--- src/rtl/o_writeback_unit_pkg.sv ---
// rtl/o_writeback_unit_pkg.sv - shared memory-bus types, vector type, beat count and writeback states
package o_writeback_unit_pkg;

   typedef logic [31:0]  ADDR;
   typedef logic [63:0]  MEM_BLOCK;
   typedef logic [3:0]   MEM_TAG;
   typedef logic [255:0] O_VECTOR_T;

   typedef enum logic [1:0] {
      MEM_NONE  = 2'd0,
      MEM_LOAD  = 2'd1,
      MEM_STORE = 2'd2
   } MEM_COMMAND;

   typedef enum logic [1:0] {
      IDLE,
      WAIT_VEC,
      ISSUE,
      DONE
   } wb_state_t;

   // One 64-bit store per beat of an output vector.
   localparam int BEATS  = $bits(O_VECTOR_T) / 64;
   localparam int BEAT_W = (BEATS > 1) ? $clog2(BEATS) : 1;

endpackage

--- src/rtl/o_writeback_unit_if.sv ---
// rtl/o_writeback_unit_if.sv - vector drain handshake and memory store bus
interface o_writeback_unit_if;
   import o_writeback_unit_pkg::*;

   logic       o_vld;
   O_VECTOR_T  o_vector;
   logic       o_rdy;
   MEM_TAG     mem2proc_transaction_tag;
   MEM_COMMAND proc2mem_command;
   ADDR        proc2mem_addr;
   MEM_BLOCK   proc2mem_data;

   // Environment side: upstream drain stage plus memory.
   modport master (
      output o_vld, o_vector, mem2proc_transaction_tag,
      input  o_rdy, proc2mem_command, proc2mem_addr, proc2mem_data
   );

   // Writeback unit side.
   modport slave (
      input  o_vld, o_vector, mem2proc_transaction_tag,
      output o_rdy, proc2mem_command, proc2mem_addr, proc2mem_data
   );

endinterface

--- src/rtl/o_writeback_unit_beat_mux.sv ---
// rtl/o_writeback_unit_beat_mux.sv - selects the 64-bit slice of a vector for a beat index
module wb_beat_mux
   import o_writeback_unit_pkg::*;
(
   input  O_VECTOR_T         vec,
   input  logic [BEAT_W-1:0] beat,
   output MEM_BLOCK          slice
);

   // Constant-indexed compare per beat keeps the select free of variable part-selects.
   always_comb begin
      slice = '0;
      for (int i = 0; i < BEATS; i++) begin
         if (beat == BEAT_W'(i)) slice = vec[i*64 +: 64];
      end
   end

endmodule

--- src/rtl/o_writeback_unit.sv ---
// rtl/o_writeback_unit.sv - drains output vectors into 64-bit memory stores; optional skid buffer under AURA_WB_SKID_EN
module o_writeback_unit
   import o_writeback_unit_pkg::*;
#(
   parameter ADDR O_BASE_ADDR = 32'h0000_1000,
   parameter int  NUM_O_ROWS  = 64
) (
   input  logic              clk,
   input  logic              rst,
   input  logic              start,
   output logic              wb_done,
   o_writeback_unit_if.slave wb
);

   localparam int                ROW_W     = $clog2(NUM_O_ROWS + 1);
   localparam logic [BEAT_W-1:0] LAST_BEAT = BEAT_W'(BEATS - 1);
   localparam logic [ROW_W-1:0]  LAST_ROW  = ROW_W'(NUM_O_ROWS - 1);

   if (BEATS < 1 || ($bits(O_VECTOR_T) % 64) != 0) begin : g_beats_check
      $error("O_VECTOR_T must be a nonzero multiple of 64 bits");
   end

   wb_state_t         state;
   logic [ROW_W-1:0]  row;
   logic [BEAT_W-1:0] beat;
   O_VECTOR_T         vec_buf;
   MEM_BLOCK          beat_slice;
   logic              rdy_q;
   MEM_COMMAND        cmd_q;
   ADDR               addr_q;
   logic              done_q;

`ifdef AURA_WB_SKID_EN
   O_VECTOR_T         skid_buf;
   logic              skid_full;
`endif

   logic beat_acc;
   logic last_beat;
   logic last_row;
   logic vec_take;

   assign beat_acc  = (state == ISSUE) && (wb.mem2proc_transaction_tag != '0);
   assign last_beat = (beat == LAST_BEAT);
   assign last_row  = (row == LAST_ROW);
   assign vec_take  = wb.o_vld && rdy_q;

   assign wb.o_rdy            = rdy_q;
   assign wb.proc2mem_command = cmd_q;
   assign wb.proc2mem_addr    = addr_q;
   assign wb.proc2mem_data    = (cmd_q == MEM_STORE) ? beat_slice : '0;
   assign wb_done             = done_q;

   // Byte address of beat 0 of a row; wraps modulo 2^32.
   function automatic ADDR row_addr(input logic [ROW_W-1:0] r);
      return O_BASE_ADDR + ADDR'(r) * ADDR'(BEATS * 8);
   endfunction

   wb_beat_mux u_beat_mux (
      .vec   (vec_buf),
      .beat  (beat),
      .slice (beat_slice)
   );

   // Run sequencing: vector capture, per-beat store with retry on zero tag, row advance, done.
   always_ff @(posedge clk or negedge rst) begin
      if (!rst) begin
         state   <= IDLE;
         row     <= '0;
         beat    <= '0;
         vec_buf <= '0;
         rdy_q   <= 1'b0;
         cmd_q   <= MEM_NONE;
         addr_q  <= '0;
         done_q  <= 1'b0;
`ifdef AURA_WB_SKID_EN
         skid_buf  <= '0;
         skid_full <= 1'b0;
`endif
      end else begin
         case (state)
            IDLE: begin
               if (start) begin
                  row   <= '0;
                  beat  <= '0;
                  rdy_q <= 1'b1;
                  state <= WAIT_VEC;
               end
            end
            WAIT_VEC: begin
               if (vec_take) begin
                  vec_buf <= wb.o_vector;
                  beat    <= '0;
                  cmd_q   <= MEM_STORE;
                  addr_q  <= row_addr(row);
`ifdef AURA_WB_SKID_EN
                  rdy_q   <= !last_row;
`else
                  rdy_q   <= 1'b0;
`endif
                  state   <= ISSUE;
               end
            end
            ISSUE: begin
`ifdef AURA_WB_SKID_EN
               if (vec_take) begin
                  skid_buf  <= wb.o_vector;
                  skid_full <= 1'b1;
                  rdy_q     <= 1'b0;
               end
`endif
               if (beat_acc) begin
                  if (!last_beat) begin
                     beat   <= beat + 1'b1;
                     addr_q <= addr_q + 32'd8;
                  end else begin
                     row  <= row + 1'b1;
                     beat <= '0;
                     if (last_row) begin
                        state  <= DONE;
                        cmd_q  <= MEM_NONE;
                        addr_q <= '0;
                        rdy_q  <= 1'b0;
                        done_q <= 1'b1;
                     end
`ifdef AURA_WB_SKID_EN
                     else if (skid_full || vec_take) begin
                        // Next row already buffered: keep issuing without a WAIT_VEC bubble.
                        vec_buf   <= skid_full ? skid_buf : wb.o_vector;
                        skid_full <= 1'b0;
                        addr_q    <= row_addr(row + 1'b1);
                        rdy_q     <= ((row + 1'b1) != LAST_ROW);
                     end
`endif
                     else begin
                        state  <= WAIT_VEC;
                        cmd_q  <= MEM_NONE;
                        addr_q <= '0;
                        rdy_q  <= 1'b1;
                     end
                  end
               end
            end
            DONE: begin
               if (start) begin
                  row    <= '0;
                  beat   <= '0;
                  done_q <= 1'b0;
                  rdy_q  <= 1'b1;
                  state  <= WAIT_VEC;
               end
            end
            default: state <= IDLE;
         endcase
      end
   end

endmodule

--- src/flat_wrapper.sv ---
// flat-port wrapper written by rule: the top's interface ports become plain ports
module o_writeback_unit_flat import o_writeback_unit_pkg::*;
#(
   parameter ADDR O_BASE_ADDR = 32'h0000_1000,
   parameter int  NUM_O_ROWS  = 64
)
  (clk, rst, start, wb_done, wb_o_vld, wb_o_vector, wb_mem2proc_transaction_tag, wb_o_rdy, wb_proc2mem_command, wb_proc2mem_addr, wb_proc2mem_data);
  o_writeback_unit_if wb_i ();
  input  logic clk;
  input  logic rst;
  input  logic start;
  output logic wb_done;
  input wire logic [$bits(wb_i.o_vld)-1:0] wb_o_vld;
  input wire logic [$bits(wb_i.o_vector)-1:0] wb_o_vector;
  input wire logic [$bits(wb_i.mem2proc_transaction_tag)-1:0] wb_mem2proc_transaction_tag;
  output wire logic [$bits(wb_i.o_rdy)-1:0] wb_o_rdy;
  output wire logic [$bits(wb_i.proc2mem_command)-1:0] wb_proc2mem_command;
  output wire logic [$bits(wb_i.proc2mem_addr)-1:0] wb_proc2mem_addr;
  output wire logic [$bits(wb_i.proc2mem_data)-1:0] wb_proc2mem_data;
  assign wb_i.o_vld = wb_o_vld;
  assign wb_i.o_vector = wb_o_vector;
  assign wb_i.mem2proc_transaction_tag = wb_mem2proc_transaction_tag;
  assign wb_o_rdy = wb_i.o_rdy;
  assign wb_proc2mem_command = wb_i.proc2mem_command;
  assign wb_proc2mem_addr = wb_i.proc2mem_addr;
  assign wb_proc2mem_data = wb_i.proc2mem_data;
  o_writeback_unit #(.O_BASE_ADDR(O_BASE_ADDR), .NUM_O_ROWS(NUM_O_ROWS)) u_core (.clk(clk), .rst(rst), .start(start), .wb_done(wb_done), .wb(wb_i));
endmodule
--- config.mk ---
export PLATFORM = sky130hd
export DESIGN_NAME = o_writeback_unit_flat
export DESIGN_NICKNAME = d
export VERILOG_FILES = /design/src/rtl/o_writeback_unit_pkg.sv /design/src/rtl/o_writeback_unit_if.sv /design/src/rtl/o_writeback_unit_beat_mux.sv /design/src/rtl/o_writeback_unit.sv /design/src/flat_wrapper.sv
export SDC_FILE = /design/constraint.sdc
export NUM_CORES = 1
export LEC_CHECK = 0
export ABC_AREA = 1
export CORE_ASPECT_RATIO = 1.75
export CORE_MARGIN = 5
export CORE_UTILIZATION = 25
export CTS_BUF_LIST = sky130_fd_sc_hd__clkbuf_4
export DETAILED_ROUTE_END_ITERATION = 10
export PLACE_DENSITY_LB_ADDON = 0.2
export SLEW_MARGIN = 20
export SYNTH_ARGS = -nofsm -noshare
export SYNTH_HDL_FRONTEND = slang
export SYNTH_HIERARCHICAL = 1
export SYNTH_SLANG_ARGS = --single-unit
--- constraint.sdc ---
create_clock -name clk -period 2.2 [get_ports clk]
set_input_delay 0.22 -clock clk [delete_from_list [all_inputs] [get_ports clk]]
set_output_delay 0.22 -clock clk [all_outputs]
set_load 0.03 [all_outputs]
; ---- Word level (Yosys, flattened, before mapping)
; Index checks and enable logic that the tools add are counted.
; W data, S select, Z words.
[op_classes]
addsub = 4
n_eq_ne = 14
muxes = 38
reduce_logical = 16
[ops]
columns = operator, n
row1 = $mux W64, 5
row2 = $mux W32, 3
row3 = $pmux W32 S2, 1
row4 = $add A32 B4 Y32 const B, 1
row5 = $mux W2, 11
row6 = $mux W7, 3
row7 = $add A13 B12 Y14 const A, 1
row8 = $pmux W7 S2, 1
row9 = $pmux W2 S3, 2
row10 = $reduce_and A4 Y1, 3
row11 = $eq A2 B2 Y1 const B, 5
row12 = $ne A2 B1 Y1 const B, 5
row13 = $mux W1, 9
row14 = $add A7 B1 Y7 const B, 1
row15 = $eq A7 B6 Y1 const B, 1
row16 = $reduce_and A3 Y1, 2
row17 = $reduce_bool A2 Y1, 3
row18 = $reduce_and A5 Y1, 1
row19 = $eq A2 B1 Y1 const B, 2
row20 = $logic_not A2 Y1, 2
row21 = $pmux W2 S2, 1
row22 = $reduce_bool A4 Y1, 1
row23 = $pmux W1 S3, 1
row24 = $add A2 B1 Y2 const B, 1
row25 = other kinds (5), 6
[totals]
regBits = 303
input_bits = 264
output_inout_bits = 100
word_cells = 80

; ---- Logic depth before layout (Yosys ltp)
[logic_depth]
ltp_word = 6
mapped_depth = 11
mapped_depth_nobuf = 10

; ---- Modules after synthesis
; The synthesis kept the hierarchy.
[by_module_without_submodules]
columns = mod, instances, cells_each, area_each_um2, seq_area_each_um2
row1 = o_writeback_unit, 1, 1045, 12632.1, 7482.2
row2 = wb_beat_mux, 1, 369, 1976.9, 0.0

; ---- Least setup slack after synthesis
; Ideal clock, no wire load.
[synth_timing]
path_kind = reg-to-reg
from = reg u_core.state[0]
to = reg u_core.row[3]
setup_ns = 0.126
t_arrival_ns = 1.582
t_required_ns = 2.074
setup_slack_ns = 0.492
stages_incl_launch_ff = 10
path_buffers = 1
period_less_slack_ns = 1.708
cell_sequence = dfrtp_1 > inv_1 > ha_1 > inv_1 > nor2_1 > nor3_4 > nand2_2 > buf_6 > nand2_1 > o21ai_0
[synth_via]
elab_chain_cells = 4
elab_cells_between_ends = 11
classes_between = eq/ne (5) / mux (1) / reduce/logical (5)
[synth_lines]
columns = element, line
row1 = start: declaration, o_writeback_unit.sv:23  ; wb_state_t state;
row2 = start signal: assignment, o_writeback_unit.sv:68  ; state <= IDLE;
row3 = start signal: assignment, o_writeback_unit.sv:87  ; state <= WAIT_VEC;
row4 = start signal: assignment, o_writeback_unit.sv:101  ; state <= ISSUE;
row5 = $eq A2 B2 Y1 (tied with other cells), o_writeback_unit.sv:81  ; case (state)
row6 = $reduce_or A2 Y1 (no source line) / $logic_and A1 B1 Y1 (equally long branches), -
row7 = $ne A2 B1 Y1 (no source line) / $reduce_bool A2 Y1 (equally long branches), -
row8 = $reduce_and A4 Y1 (no source line), -
row9 = end signal: assignment, o_writeback_unit.sv:117  ; row <= row + 1'b1;
row10 = end: declaration, o_writeback_unit.sv:24  ; logic [ROW_W-1:0] row;
; Several ways; a longest one is shown, not always the timed one.
; A chain may end at the register's enable or synchronous reset.

; ---- Worst setup path after layout
[layout_timing]
from = reg u_core.beat[1]
to = out wb_proc2mem_data[62]
[layout_via]
elab_chain_cells = 6
elab_cells_between_ends = 9
classes_between = eq/ne (3) / mux (5) / reduce/logical (1)
[layout_lines]
columns = element, line
row1 = start: declaration, o_writeback_unit.sv:25  ; logic [BEAT_W-1:0] beat;
row2 = start signal: assignment, o_writeback_unit.sv:114  ; beat <= beat + 1'b1;
row3 = $logic_not A2 Y1, o_writeback_unit_beat_mux.sv:14  ; if (beat == BEAT_W'(i)) slice = vec[i*64 +: 64];
row4 = $mux W64 (3 in a row), o_writeback_unit_beat_mux.sv:14
row5 = $mux W64 *, o_writeback_unit_beat_mux.sv:14
row6 = via u_core.beat_slice[62], o_writeback_unit.sv:27  ; MEM_BLOCK beat_slice;
row7 = $mux W64 *, o_writeback_unit.sv:51  ; assign wb.proc2mem_data = (cmd_q == MEM_STORE) ? beat_slice : '0;
row8 = end: declaration, flat_wrapper.sv:19  ; output wire logic [$bits(wb_i.proc2mem_data)-1:0] wb_proc2mem_data;
; Mark *: on every way through the listed nets, which the timed path passes. The rest lies on a longest branch.

==> out/results.ini <==
[status]
status = finished with violations
violations = negative setup slack

[clock_network]
cts_tree = yes
path_clk_slew_ns = 0.06
htree_levels = 3
clockRootBuffer = clkbuf_4
cts_buffer_depth = 3
cts_buffers = 81
cts.sinks = 299
clock_latency_ns = 0.78

[global_routing]
grt_pass1_wl_um = 81500
grt_use_met2 = 0.308
antenna_found_initial = 9
grt_overflow_total = 0
grt_pass1_vias = 14151
top_usage_layer = met2
grt_use_total = 0.167
grtUsageMet1 = 0.185
grtUsageMet3 = 0.0361
grt_max_degree = 70

[floorplanning]
fp.dieW_um = 193
fp-row-count = 117
core_area_um2 = 58100
initial_core_util = 0.251
fp.dieArea_um2 = 63600
die_y_um = 330
io-pin-count = 364

[synth]
syn-cell-area_um2 = 14600
yosys_register_bits = 299
synth_common_cells = dfrtp_1 (299), mux2_2 (256), nand2_1 (223), nand3_1 (221), inv_1 (98)
synth-edff-count = 0
synthCells = 1414
synth_top_area_frac = 0.512
synth_most_common_cell = dfrtp_1
yosysTopAreaCell = dfrtp_1
async_flop_share = 1.00
ys_warn_count = 6
ys_seq_area_frac = 0.512
synth_cell_type_count = 37
synthTopCellsByArea = dfrtp_1 (51%), mux2_2 (20%), nand3_1 (7.6%), nand2_1 (5.7%), nand4_1 (3.0%)
synth.avg_cell_area_um2 = 10.3
synthFlopType = dfrtp_1

[power]
switching_power_mw = 12.4
ir_drop_uv = 634
sw_frac_of_total = 0.409
internal-power_mw = 17.8
p_comb_frac = 0.518
power.density_nw_per_um2 = 1340
power_frac_seq = 0.316
clock_power_share = 0.167
leakage_nw = 10.1

[layout]
drive_gt1_frac = 0.287
post-route-util = 0.387
n_fill_cell = 5800
syn_to_final_growth_pct = 54.1
stdcell_count = 2838
layout.nets = 2275
final_cell_area_um2 = 22500

[route]
dr.pass1.iters = 4
drt-wirelength-per-cell_um = 19.8
first_iter_violations = 451
drc_errors = 0
wirelength_um = 56100
viasPerCell = 4.58
ant_nets = 0
via_count = 12999

[worst_setup_path]
endpoint_kind = primary output
worst-setup-path-type = reg2out
critPathLaunchType = flip-flop
cp_max_fo = 8
critPathRequiredTime_ns = 1.98
critical_path_arrival_ns = 2.30

[sta]
clock_skew_ns = 0.0530
max_freq_mhz = 397
setup_viol_count_final = 64
period_needed_ns = 2.52
rsz0062_at_grt = true
hold_viol = 0
drv_slew = 0
tns_ns = -14.69
setup_ws_ns = -0.321
period_share = 1.15

[placed_design]
port_buffers = 359
dp_cells = 2503
gp_congestion = 0.823
place_ws_ns = 0.245
place_area_um2 = 19000
hpwl_um = 37500

[job]
cap_violations = 0

[worst_hold_path]
worst_hold_path_type = in2reg

power by group through the flow:
stage	clock (mW)	sequential, mW	combinational, mW
2_1_floorplan	0	9.31	8.95
3_3_place_gp	0	9.52	13.4
3_5_place_dp	0	9.58	13.5
4_1_cts	5.32	9.52	15.0
5_1_grt	5.56	9.84	16.9
6_report	5.04	9.54	15.6
kinds of logic (layout without fill, tap and decap cells):
| logic type | count (synthesis) | count (layout) | synth area share |
|---|---|---|---|
| buffers and inverters | 194 | 835 | 0.0684 |
| flip-flops | 299 | 299 | 0.512 |
| AND/OR/NAND/NOR | 598 | 598 | 0.193 |
| AO/OA/AOI/OAI | 57 | 57 | 0.0216 |
| other | 1 | 11 | 0.000257 |
| XOR/XNOR | 3 | 3 | 0.00180 |
| multiplexers | 256 | 256 | 0.197 |
| adder cells (fa/ha/maj) | 6 | 6 | 0.00514 |
per-layer routing:
metal,up-vias,wire length (µm)
li1,6072,-
met1,6376,21100
met2,436,29500
met3,113,3360
met4,2,2150
met5,-,8
flip-flops by register name (all words and copies together) (netlist names):
signal,count
u_core/wb.proc2mem_addr,29
u_core/wb.proc2mem_command,1
u_core/wb_done,1
u_core/row,7
u_core/wb.o_rdy,1
u_core/vec_buf,256
u_core/state,2
u_core/beat,2
worst max-delay path, cell delays in order (launching register included):
cell and delay, ns:
dfrtp_4 0.54, nor2_4 0.16, buf_12 0.17, buf_12 0.17, buf_12 0.12, nand2_2 0.04, nand4_1 0.06, nand2_1 0.07
inv_1 0.09, buf_6 0.13
layout make-up:
class	count	area [µm²]	share of cell area
flip-flops and latches	299	7490	0.333
repair buffers	594	6380	0.283
multi-input cells	924	6200	0.275
well taps	773	967	0.0430
clock buffers	120	901	0.0400
inverters	104	417	0.0185
clock inverters	16	108	0.00478
repair inverters	1	30.0	0.00133
diodes	7	17.5	0.000778
worst paths after layout:
kind | startpoint | endpoint | slack (ns) | cells past startpoint
min in group asynchronous | rst | u_core/vec_buf[25] | 0.16 | 3
hold reg to reg | u_core/wb_done | u_core/wb_done | 0.50 | 2
setup / recovery | u_core/beat[1] | wb_proc2mem_data[62] | -0.32 | 9
setup reg to reg | u_core/state[0] | u_core/row[3] | 0.29 | 8
hold / removal | wb_o_vector[58] | u_core/vec_buf[58] | 0.11 | 2
max in group asynchronous | rst | u_core/beat[0] | 1.60 | 3
repair_timing:
action,CTS,global route
pin swaps,1,3
buffers inserted,5,2
hold endpoints to repair,471,0
hold buffers,174,0
cloned,4,8
resized for setup,112,57
setup endpoints to repair,95,64
through the flow:
| step | hold WS [ns] | power, mW |
|---|---|---|
| after detailed placement | 0.198 | 23.1 |
| after CTS | 0.000000555 | 29.9 |
| final | 0.106 | 30.2 |
| after floorplan | -0.0756 | 18.3 |
| after global placement | 0.195 | 22.9 |
| after global routing | 0.0107 | 32.3 |
cell usage in the layout (no fill, tap or decap), types with 3 or more instances in the layout:
cell type / instances
clkinv_1: 8
nor2_2: 8
dlygate4sd2_1: 31
a21oi_1: 23
buf_4: 26
nand2_2: 14
nand2_4: 3
clkdlybuf4s50_1: 263
nand3_2: 4
nand2_1: 210
diode_2: 7
xnor2_1: 3
nor2_4: 4
clkbuf_4: 120
clkinv_2: 3
a22oi_1: 4
mux2_2: 256
ha_1: 6
dfrtp_1: 296
buf_6: 63
buf_16: 7
inv_1: 65
inv_2: 38
o21ai_0: 20
conb_1: 4
nor2_1: 56
nand4_1: 70
clkbuf_16: 6
o21a_1: 3
buf_12: 24
dlygate4sd3_1: 173
nand3_1: 219
nor3_1: 4
Power figures use the tool's default switching activity.
